<file path="config.mk">
export PLATFORM = sky130hd
export DESIGN_NAME = aes_shiftrows_pipe
export DESIGN_NICKNAME = d
export VERILOG_FILES = /design/src/rtl/aes_shiftrows_pipe.sv
export SDC_FILE = /design/constraint.sdc
export NUM_CORES = 1
export LEC_CHECK = 0
export CAP_MARGIN = 0
export CELL_PAD_IN_SITES_DETAIL_PLACEMENT = 1
export CELL_PAD_IN_SITES_GLOBAL_PLACEMENT = 1
export CORE_MARGIN = 2
export CORE_UTILIZATION = 32
export CTS_CLUSTER_SIZE = 25
export DETAILED_ROUTE_END_ITERATION = 7
export GPL_TIMING_DRIVEN = 0
export PLACE_DENSITY_LB_ADDON = 0.1
export RECOVER_POWER = 100
export SYNTH_ARGS = -nofsm -noshare
export SYNTH_HDL_FRONTEND = slang
export SYNTH_SLANG_ARGS = --single-unit
</file>
<file path="constraint.sdc">
create_clock -name clk -period 2.1 [get_ports clk]
set_input_delay 0.42 -clock clk [delete_from_list [all_inputs] [get_ports clk]]
set_output_delay 0.42 -clock clk [all_outputs]
set_load 0.01 [all_outputs]
</file>
<file path="src/rtl/aes_shiftrows_pipe.sv">
// aes_shiftrows_pipe: pipelined ShiftRows/InvShiftRows with valid/ready, tag and flush; AES_SHIFTROWS_BEATCNT_EN adds beat_cnt
module aes_shiftrows_pipe #(
  parameter int LANES  = 1,
  parameter int STAGES = 1,
  parameter int TAG_W  = 4
) (
  input  logic                   clk,
  input  logic                   rst_n,
  input  logic                   flush,
  input  logic                   in_valid,
  output logic                   in_ready,
  input  logic [128*LANES-1:0]   in_data,
  input  logic [LANES-1:0]       in_inv,
  input  logic [TAG_W-1:0]       in_tag,
  output logic                   out_valid,
  input  logic                   out_ready,
  output logic [128*LANES-1:0]   out_data,
  output logic [TAG_W-1:0]       out_tag
`ifdef AES_SHIFTROWS_BEATCNT_EN
  ,
  output logic [31:0]            beat_cnt
`endif
);
  localparam int DW = 128*LANES;
  if (STAGES < 1 || STAGES > 4) begin : g_bad_stages
    $error("aes_shiftrows_pipe: STAGES must be in 1..4");
  end
  logic [DW-1:0]    perm;
  logic [DW-1:0]    d_q [STAGES];
  logic [TAG_W-1:0] t_q [STAGES];
  logic [STAGES-1:0] v_q;
  logic [STAGES-1:0] ld;
  logic [STAGES-1:0] pv;
  logic [DW-1:0]    pd [STAGES];
  logic [TAG_W-1:0] pt [STAGES];
  for (genvar l = 0; l < LANES; l++) begin : g_lane
    for (genvar k = 0; k < 16; k++) begin : g_byte
      localparam int R  = k % 4;
      localparam int C  = k / 4;
      localparam int FS = 4*((C+R)%4) + R;
      localparam int IS = 4*((C+4-R)%4) + R;
      assign perm[128*l+127-8*k -: 8] = in_inv[l] ? in_data[128*l+127-8*IS -: 8]
                                                  : in_data[128*l+127-8*FS -: 8];
    end
  end
  // a stage loads unless it and every stage after it are full while the output stalls
  for (genvar i = 0; i < STAGES; i++) begin : g_ld
    assign ld[i] = out_ready || !(&v_q[STAGES-1:i]);
  end
  assign in_ready = ld[0] && !flush;
  always_comb begin
    pv[0] = in_valid && in_ready;
    pd[0] = perm;
    pt[0] = in_tag;
    for (int i = 1; i < STAGES; i++) begin
      pv[i] = v_q[i-1];
      pd[i] = d_q[i-1];
      pt[i] = t_q[i-1];
    end
  end
  always_ff @(posedge clk or negedge rst_n) begin
    if (!rst_n) begin
      v_q <= '0;
      for (int i = 0; i < STAGES; i++) begin
        d_q[i] <= '0;
        t_q[i] <= '0;
      end
    end else begin
      for (int i = 0; i < STAGES; i++) begin
        if (flush) v_q[i] <= 1'b0;
        else if (ld[i]) v_q[i] <= pv[i];
        if (ld[i] && pv[i]) begin
          d_q[i] <= pd[i];
          t_q[i] <= pt[i];
        end
      end
    end
  end
  assign out_valid = v_q[STAGES-1];
  assign out_data  = d_q[STAGES-1];
  assign out_tag   = t_q[STAGES-1];
`ifdef AES_SHIFTROWS_BEATCNT_EN
  always_ff @(posedge clk or negedge rst_n) begin
    if (!rst_n) beat_cnt <= '0;
    else if (flush) beat_cnt <= '0;
    else if (out_valid && out_ready) beat_cnt <= beat_cnt + 32'd1;
  end
`endif
endmodule

</file>
==> results by group <==
Clock tree
  – Clk root buf: clkbuf_16
  – Clock tree buffer depth: 2
  – Clock Sinks: 133
  – Worst-Skew Late Latency: 420 ps
  – CTS tree: done
  – Clock-pin slew on the worst setup and hold paths: 50 ps
  – H-tree depth: 4
  – Num CTS Buffers: 17
  – Setup Buffers After CTS: 0

Setup path
  – Reg2Reg Depth: 5
  – WP depth: 1
  – End point of the critical path: out_data[115]
  – Crit. End Element: primary output
  – WP buf/inv: 1
  – Worst r2r src: out_valid
  – Worst EP arrival: 1430 ps
  – Required @ worst endpoint: 1680 ps
  – Origin of the worst setup path: out_data[115]
  – Slowest cell on the critical path: dlygate4sd3_1
  – Cell-by-cell trace of the critical path: dlygate4sd3_1
  – Crit Path Category: reg -> out
  – CP max FO: 2
  – CP delay by family, top: buffers and inverters
  – Startpoint type of the worst setup path: flop
  – Slowest stage delay, CP: 650 ps
  – Worst R2R Setup Slack: 280 ps
  – Reg2reg end: out_data[67]

Place
  – Placed Cells: 851
  – Port bufs: 270
  – RePlAce Congestion: 0.7574
  – Final HPWL DP: 12860 um
  – Post-DP Area: 8715 sq um

Layout
  – Most frequent cells in the layout: mux2_2 (156), clkdlybuf4s50_1 (135), dlygate4sd3_1 (134)
  – Layout cells sized above 1: 0.3161
  – Area Growth Syn to Fin: 63.29%
  – Final Util: 0.5364
  – Layout Cells excl Fill: 883
  – Nets@finish: 784
  – Most common cell after layout, fill and taps aside: mux2_2
  – Layout fillers: 1721
  – N_diodes: 0
  – Design Area, Final: 9310 sq um

Power
  – Leak: 3.836 nW
  – Switching Share: 0.2586
  – Flop pwr share: 0.388
  – Clock power frac: 0.361
  – Internal Pwr Total: 6.189 mW
  – Power per cell area: 896.6 nW/um^2
  – Comb pwr share: 0.250
  – Worst VDD drop: 0.5553 mV
  – Switching power: 2.159 mW

Synthesis
  – Post-Synthesis Cells: 355
  – Synth unique cells: 10
  – Cell taking the most area after synthesis: dfrtp_1
  – Top post-synthesis cells by area: dfrtp_1 (58%), mux2_2 (31%), mux2_1 (7.9%)
  – Post-Syn Area per Cell: 16.06 sq um
  – Flops & latches, synth: 133
  – Synth top area share: 0.5837
  – Mapped Nets: 493
  – Syn Std Cell Area: 5702 sq um
  – Post-synthesis sequential area ratio: 0.5837
  – Synth Warn #: 0

Timing
  – Remaining max-slew budget at the tightest pin: 0.3764
  – FMAX: 541.2 MHz
  – Clk_skew: 7.295 ps
  – Post-layout min period: 1848 ps
  – Slew Limit Fails: 0
  – Worst-Margin Slew: 935.4 ps
  – RSZ-0062 raised after global routing: false
  – # setup viols final: 0
  – Final Hold Vio Count: 0
  – Fin crit share: 0.8798

Global route
  – GR Util met2: 0.3137
  – Vias in the first global route: 4671
  – GR met3 Demand/Resource: 0.08205
  – Maximum number of pins on one net before global-route repair: 72
  – Initial antenna violation count: 0
  – Global routing usage summed across all routing layers: 0.1848
  – Global-route wire length before repair: 25940 um
  – Top Usage Layer GRT: met2
  – Met1 usage: 0.2003
  – Remaining global-route overflow: 0

Flow run
  – Maxcap violations: 0

Die
  – Initial Util: 0.3285
  – Core area: 17360 sq um
  – # rows: 48
  – Io pins: 272
  – Die X: 137.5 um
  – Die area: 18900 sq um
  – Die H: 137.5 um

Routing
  – DRT Pass-1 Iters: 4
  – Routed wire per std cell: 19.02 um
  – Drt drc: 0
  – Via count: 4129
  – DR iter-0 viols: 97
  – Via-to-Cell Ratio: 4.676
  – Antenna viol nets, final: 0
  – Final wirelength: 16800 um

Outcome
  – Status: finished, final reports clean

Worst hold path
  – Hold Crit Class: reg -> reg
-- flip-flops by register name, indices dropped and copies added (netlist names) --
| register | count |
|---|---|
| out_tag | 4 |
| out_data | 128 |
| out_valid | 1 |
-- cell families (layout without fill, tap and decap cells) --
| kind of cell | count (synthesis) | in the layout | share of synthesized area |
|---|---|---|---|
| buf+inv | 21 | 324 | 0.02238 |
| simple gates | 5 | 5 | 0.006803 |
| flops | 133 | 133 | 0.5837 |
| mux | 196 | 196 | 0.3871 |
-- layer usage --
layer  vias to the layer above  wire length (um)
met2                       167              8503
met5                         -                 0
met1                      2070              6089
met4                         0               442
li1                       1863                 -
met3                        29              1761
-- repair_timing --
| item | CTS | global route |
|---|---|---|
| hold buffers | 1 | 0 |
| resized for setup | 0 | 1 |
| setup endpoints to repair | 0 | 1 |
| endpoints found under the hold margin | 1 | 0 |
-- layout make-up --
class / count / area, sq um / area share
Clock inverter: 13 / 158.9 / 0.01707
Timing Repair Buffer: 272 / 2731 / 0.2934
Sequential cell: 133 / 3328 / 0.3575
Multi-Input combinational cell: 201 / 2243 / 0.2410
Buffer: 21 / 127.6 / 0.01371
Tap cell: 225 / 281.5 / 0.03024
Clock buffer: 18 / 439.2 / 0.04717
-- worst min path at each step --
stage	startpoint	endpoint	cells past startpoint
after floorplan	rst_n	out_data[0]	0
after global placement	out_data[61]	out_data[61]	1
after detailed placement	rst_n	out_data[57]	1
after CTS	out_data[74]	out_data[74]	1
after global routing	out_data[92]	out_data[92]	1
final	out_data[74]	out_data[74]	1
-- through the flow --
step           hold slack, ps  setup WS [ps]  setup TNS (ps)  total power [mW]
2_1_floorplan           124.4          431.4               0             4.114
3_3_place_gp            465.4          -4771         -642740             5.527
3_5_place_dp            459.8         -155.9          -12980             5.617
4_1_cts                 488.3          4.018               0             8.685
5_1_grt                 496.2          164.6               0             8.787
6_report                476.7          252.4               0             8.348
-- power groups by stage --
stage / clock, mW / sequential (mW) / combinational (mW)
finish: 3.02 / 3.24 / 2.09
global route: 3.22 / 3.32 / 2.25
CTS: 3.10 / 3.27 / 2.32
detailed placement: 0 / 3.31 / 2.30
global placement: 0 / 3.28 / 2.25
floorplan: 0 / 3.52 / 0.594
-- Yosys cell counts, drive strengths merged --
library cell	n
nor2b	1
nor3b	1
buf	21
nor2	3
dfrtp	133
mux2	196
(Power assumes the default switching activity.)
